--- config.mk ---
export PLATFORM = sky130hd
export DESIGN_NAME = ms_pwm_deadtime
export DESIGN_NICKNAME = d
export VERILOG_FILES = /design/src/rtl/ms_pwm_deadtime_pkg.sv /design/src/rtl/ms_dt_counter.sv /design/src/rtl/ms_pwm_deadtime.sv
export SDC_FILE = /design/constraint.sdc
export NUM_CORES = 1
export LEC_CHECK = 0
export ABC_AREA = 1
export CORE_MARGIN = 5
export CORE_UTILIZATION = 49
export DETAILED_ROUTE_END_ITERATION = 12
export GPL_TIMING_DRIVEN = 0
export PLACE_DENSITY = 0.8
export SLEW_MARGIN = 10
export SYNTH_ARGS = -nofsm -noshare
export SYNTH_HDL_FRONTEND = slang
export SYNTH_SLANG_ARGS = --single-unit
--- constraint.sdc ---
create_clock -name clk -period 1.5 [get_ports clk]
set_input_delay 0.15 -clock clk [delete_from_list [all_inputs] [get_ports clk]]
set_output_delay 0.15 -clock clk [all_outputs]
set_load 0.01 [all_outputs]
--- src/rtl/ms_pwm_deadtime_pkg.sv ---
// Shared types and constants for the dead-time generator.
// States use one-hot encoding so each output decode reads a single state bit.
package ms_pwm_deadtime_pkg;

  localparam int DT_W_DEFAULT = 8;

  localparam logic [4:0] ST_OFF   = 5'b00001;
  localparam logic [4:0] ST_LS_ON = 5'b00010;
  localparam logic [4:0] ST_DT_R  = 5'b00100;
  localparam logic [4:0] ST_HS_ON = 5'b01000;
  localparam logic [4:0] ST_DT_F  = 5'b10000;

  typedef enum logic [4:0] {
    OFF   = ST_OFF,
    LS_ON = ST_LS_ON,
    DT_R  = ST_DT_R,
    HS_ON = ST_HS_ON,
    DT_F  = ST_DT_F
  } state_t;

endpackage

--- src/rtl/ms_dt_counter.sv ---
// Loadable down-counter that times one dead-time interval.
// The count rests at zero; the zero flag tells the FSM when the interval has expired.
module ms_dt_counter
  import ms_pwm_deadtime_pkg::*;
#(
  parameter int DT_W = DT_W_DEFAULT
) (
  input  logic            clk,
  input  logic            rst,
  input  logic            load,
  input  logic [DT_W-1:0] load_val,
  input  logic            dec,
  output logic            zero
);

  localparam logic [DT_W-1:0] ONE = 1;

  logic [DT_W-1:0] cnt;

  always_ff @(posedge clk) begin
    if (rst) begin
      cnt <= '0;
    end else if (load) begin
      cnt <= load_val;
    end else if (dec && (cnt != '0)) begin
      cnt <= cnt - ONE;
    end
  end

  assign zero = (cnt == '0);

endmodule

--- src/rtl/ms_pwm_deadtime.sv ---
// Turns a single-ended PWM into a complementary high/low gate-drive pair with dead-time.
// Pulses that end inside a dead-time are swallowed and reported on short_pulse.
module ms_pwm_deadtime
  import ms_pwm_deadtime_pkg::*;
#(
  parameter int DT_W         = DT_W_DEFAULT,
  parameter bit H_ACTIVE_LOW = 1'b0,
  parameter bit L_ACTIVE_LOW = 1'b0
) (
  input  logic            clk,
  input  logic            rst,
  input  logic            en,
  input  logic            pwm_in,
  input  logic [DT_W-1:0] dt_rise,
  input  logic [DT_W-1:0] dt_fall,
  output logic            pwm_h,
  output logic            pwm_l,
  output logic            busy,
  output logic            short_pulse
);

  localparam logic [DT_W-1:0] ONE = 1;

  state_t          state;
  state_t          state_nxt;
  logic            pwm_q;
  logic            cnt_load;
  logic            cnt_dec;
  logic            cnt_zero;
  logic [DT_W-1:0] cnt_load_val;
  logic            swallow;

  // A dead-time of zero still costs one cycle when entered, hence the clamp.
  function automatic logic [DT_W-1:0] dt_minus_one(input logic [DT_W-1:0] dt);
    return (dt == '0) ? '0 : dt - ONE;
  endfunction

  ms_dt_counter #(
    .DT_W(DT_W)
  ) u_dt_counter (
    .clk     (clk),
    .rst     (rst),
    .load    (cnt_load),
    .load_val(cnt_load_val),
    .dec     (cnt_dec),
    .zero    (cnt_zero)
  );

  always_comb begin
    state_nxt    = state;
    cnt_load     = 1'b0;
    cnt_load_val = '0;
    cnt_dec      = 1'b0;
    swallow      = 1'b0;
    if (!en) begin
      state_nxt = OFF;
    end else begin
      unique case (state)
        OFF: begin
          cnt_load = 1'b1;
          if (pwm_q) begin
            state_nxt    = DT_R;
            cnt_load_val = dt_minus_one(dt_rise);
          end else begin
            state_nxt    = DT_F;
            cnt_load_val = dt_minus_one(dt_fall);
          end
        end
        LS_ON: begin
          if (pwm_q) begin
            if (dt_rise == '0) begin
              state_nxt = HS_ON;
            end else begin
              state_nxt    = DT_R;
              cnt_load     = 1'b1;
              cnt_load_val = dt_minus_one(dt_rise);
            end
          end
        end
        HS_ON: begin
          if (!pwm_q) begin
            if (dt_fall == '0) begin
              state_nxt = LS_ON;
            end else begin
              state_nxt    = DT_F;
              cnt_load     = 1'b1;
              cnt_load_val = dt_minus_one(dt_fall);
            end
          end
        end
        // Input reverting inside the dead-time wins over counter expiry.
        DT_R: begin
          if (!pwm_q) begin
            state_nxt = LS_ON;
            swallow   = 1'b1;
          end else if (cnt_zero) begin
            state_nxt = HS_ON;
          end else begin
            cnt_dec = 1'b1;
          end
        end
        DT_F: begin
          if (pwm_q) begin
            state_nxt = HS_ON;
            swallow   = 1'b1;
          end else if (cnt_zero) begin
            state_nxt = LS_ON;
          end else begin
            cnt_dec = 1'b1;
          end
        end
        default: state_nxt = OFF;
      endcase
    end
  end

  // Outputs are decoded from the next state so they change on the same edge as the state.
  always_ff @(posedge clk) begin
    if (rst) begin
      state       <= OFF;
      pwm_q       <= 1'b0;
      pwm_h       <= H_ACTIVE_LOW;
      pwm_l       <= L_ACTIVE_LOW;
      busy        <= 1'b0;
      short_pulse <= 1'b0;
    end else begin
      state       <= state_nxt;
      pwm_q       <= pwm_in;
      pwm_h       <= (state_nxt == HS_ON) ^ H_ACTIVE_LOW;
      pwm_l       <= (state_nxt == LS_ON) ^ L_ACTIVE_LOW;
      busy        <= (state_nxt == DT_R) || (state_nxt == DT_F);
      short_pulse <= swallow;
    end
  end

endmodule
==> flow_metrics.env <==
export IMPL_first_pass_iters=4
export IMPL_utilization_pct=70.61
export IMPL_fin_skew_ps=7.567
export IMPL_power_density_mw_per_mm2=680.5
export IMPL_start_kind="flop"
export IMPL_drt_iter0_markers=111
export IMPL_grt_use_total_pct=20.54
export IMPL_ant_nets=0
export IMPL_clock_sinks=18
export IMPL_fillers=273
export IMPL_postPlaceCellArea_sq_mm=0.001862
export IMPL_path_clk_slew_ps=120
export IMPL_ys_ff_latch=18
export IMPL_period_share_pct=102.4
export IMPL_ff2ff_setup_slack_ps=-40
export IMPL_yosys_area_share_xor_xnor_pct=6.583
export IMPL_yosysSeqAreaShare_pct=22.57
export IMPL_post_drt_wl_per_cell_microns=12.54
export IMPL_synth_compound_area_share_pct=9.561
export IMPL_slew_violations=0
export IMPL_syn_num_nets=290
export IMPL_antenna_found_initial=0
export IMPL_cts_buffer_depth=2
export IMPL_via_count=1807
export IMPL_drc=0
export IMPL_crit_required_ps=1700
export IMPL_core_area_sq_mm=0.003078
export IMPL_htree_num_levels=1
export IMPL_cp_max_fo=5
export IMPL_relSlewSlack_pct=79.45
export IMPL_whs_path_depth=2
export IMPL_hp_class="in2reg"
export IMPL_clk_latency_ps=300
export IMPL_dieHeight_microns=67.08
export IMPL_place_gp_congestion=0.8854
export IMPL_nets=332
export IMPL_p_leak_nw=1.036
export IMPL_status="finished with violations"
export IMPL_critPathArrivalTime_ps=1740
export IMPL_holdBufCountCts=0
export IMPL_die_w_microns=67.08
export IMPL_clock_fmax_mhz=651.3
export IMPL_io_pins=24
export IMPL_area_growth_synth_to_final_pct=36.13
export IMPL_wl_mm=4.376
export IMPL_multiInputGateArea_sq_mm=0.001195
export IMPL_peakVddDrop_v=0.0004284
export IMPL_n_antenna_cell=0
export IMPL_drive_gt1_share_pct=27.21
export IMPL_syn_cell_area_sq_mm=0.001597
export IMPL_yosysWarningCount=0
export IMPL_rsz0062_at_grt="yes"
export IMPL_fin_crit_ps=1535
export IMPL_setup_worst_path_class="reg2reg"
export IMPL_post_dp_hpwl_mm=3.055
export IMPL_grt_first_pass_wirelength_mm=7.148
export IMPL_muxShareOfSynthArea_pct=0
export IMPL_core_rowCount=20
export IMPL_syn_inst=264
export IMPL_vias_per_cell=5.178
export IMPL_r2r_cells=10
export IMPL_synthAdderAreaFrac_pct=4.702
export IMPL_place_port_buffers=21
export IMPL_violations="setup timing"
export IMPL_grt_start_max_net_pins=12
export IMPL_post_synth_num_cell_types=31
export IMPL_start_util_pct=51.87
export IMPL_hold_viol=0
export IMPL_synth_top_area_share_pct=22.57
export IMPL_setup_viol=5
export IMPL_postLayoutSetupSlackWorst_ps=-35.30
export IMPL_grt_pass1_vias=1685
export IMPL_worstSetupEndpointType="flop"
export IMPL_gr_total_overflow=0
export IMPL_dieArea_sq_mm=0.004500
export IMPL_instances_no_fill=349
export IMPL_tns_ps=-114.0
export IMPL_tightestPinTransition_ps=308.0
export IMPL_cts_tree="built"
export IMPL_final_area_sq_mm=0.002173
export IMPL_dp_cells=329
export IMPL_syn_area_per_cell_sq_um=6.047
export IMPL_cts_buffers=3
export IMPL_synth_top_family_by_area="simple AND/OR/NAND/NOR gates"
export IMPL_ys_top_cells_by_area="dfxtp_1 (23%), nand2_1 (16%), nor2_1 (8.9%)"
export IMPL_whs_ps=28.90
export IMPL_synth_top_cell_by_area="dfxtp_1"
export IMPL_cts_root_buffer="clkbuf_4"
export IMPL_regArea_sq_um=370.4
export IMPL_yosys_area_share_simple_pct=44.59
export IMPL_drv_cap=0
==> worst paths after layout <==
kind,startpoint,end
max,u_dt_counter.cnt[0],u_dt_counter.cnt[3]
min,rst,u_dt_counter.cnt[5]
max reg2reg,u_dt_counter.cnt[0],u_dt_counter.cnt[3]
min reg2reg,u_dt_counter.cnt[5],u_dt_counter.cnt[5]
==> cells in the mapped netlist <==
| cell type | n |
|---|---|
| buf_4 | 1 |
| nand2_2 | 4 |
| inv_1 | 37 |
| o21ai_2 | 1 |
| nand3_2 | 2 |
| a31oi_1 | 2 |
| a211oi_1 | 1 |
| or2_2 | 1 |
| xnor2_1 | 3 |
| nand3_1 | 26 |
| nand2_1 | 68 |
| nor2_1 | 38 |
| nand4_1 | 4 |
| nor2_2 | 5 |
| nand3b_2 | 1 |
| xor2_1 | 9 |
| dfxtp_1 | 18 |
| nor3b_1 | 1 |
| nand4_2 | 1 |
| nand3b_1 | 1 |
| nor3_1 | 3 |
| nand2_4 | 1 |
| a21oi_2 | 1 |
| inv_2 | 3 |
| o21ai_0 | 16 |
| o21ai_1 | 1 |
| ha_1 | 6 |
| nor2_4 | 1 |
| a21oi_1 | 3 |
| buf_6 | 3 |
| o211ai_1 | 2 |
==> timing repair <==
item	4_1_cts	5_1_grt
gates resized for setup	39	25
buffers inserted	9	4
endpoints found under the setup margin	13	15
endpoints found under the hold margin	0	0
gates cloned	3	0
pin swaps	19	13
==> registers in the layout (all words and copies together), names as in the netlist <==
| signal | flops |
|---|---|
| pwm_q | 1 |
| state | 5 |
| busy | 1 |
| pwm_l | 1 |
| short_pulse | 1 |
| pwm_h | 1 |
| u_dt_counter.cnt | 8 |
==> cells in the final DEF, fill, tap and decap left out, types with 2 or more instances in the layout <==
| cell type | n |
|---|---|
| dfxtp_2 | 5 |
| nand2_1 | 59 |
| nor2_1 | 34 |
| nand2_4 | 4 |
| nand3_1 | 23 |
| clkdlybuf4s50_1 | 17 |
| nor2_2 | 7 |
| a21oi_2 | 3 |
| o21ai_1 | 5 |
| buf_4 | 14 |
| nand3_2 | 4 |
| ha_1 | 4 |
| xnor2_1 | 3 |
| nand4_1 | 4 |
| nor3_1 | 3 |
| dlygate4sd2_1 | 3 |
| buf_6 | 4 |
| inv_2 | 8 |
| o21ai_0 | 8 |
| nand2_2 | 11 |
| clkbuf_4 | 3 |
| inv_1 | 31 |
| xor2_1 | 9 |
| dfxtp_1 | 12 |
| nor2_4 | 3 |
| o211ai_1 | 2 |
| o21ai_2 | 5 |
==> per-layer routing <==
metal / wire length, microns / track usage [%] / up-vias
met2: 2232 / 36.44 / 59
met1: 1839 / 24.90 / 819
met3: 229 / 2.867 / 10
met4: 74 / 7.089 / 0
met5: 0 / 0 / -
li1: - / - / 919
==> worst max-delay path: stages, from the launching register on <==
cell,delay [ps]
dfxtp_2,340
inv_2,80
ha_4,120
nor3b_4,170
nand2_2,120
nand2_2,120
nand2_4,70
nand2_4,110
nand2_4,80
o21ai_0,150
nor2_1,60
==> power breakdown <==
part	internal (mW)	switching [mW]	leakage [nW]
Sequential	0.512	0.0323	0.150
Clock	0.148	0.168	0.0210
Combinational	0.267	0.352	0.865
==> cell type report <==
type | count | area share, %
repair buffers | 36 | 14.85
well taps | 44 | 2.533
clock buffers | 4 | 1.670
inverters | 40 | 7.024
flip-flops and latches | 18 | 17.04
plain buffers | 4 | 1.900
multi-input cells | 203 | 54.98
==> through the flow <==
step,total power [mW],setup WS (ps)
5_1_grt,1.576,-136.8
3_5_place_dp,1.044,-471.0
4_1_cts,1.426,-7.324
3_3_place_gp,1.034,-430.5
6_report,1.479,-35.30
2_1_floorplan,0.9044,8.658
==> logic make-up (layout without fill, tap and decap cells) <==
| kind of cell | after synthesis | in the layout |
|---|---|---|
| AOI/OAI and AO/OA | 27 | 27 |
| buffers and inverters | 44 | 84 |
| DFF | 18 | 18 |
| and+or+nand+nor | 157 | 158 |
| adders and majority gates | 6 | 6 |
| xor gates and xnor gates | 12 | 12 |
No activity file was read; power rests on OpenSTA's default activity.
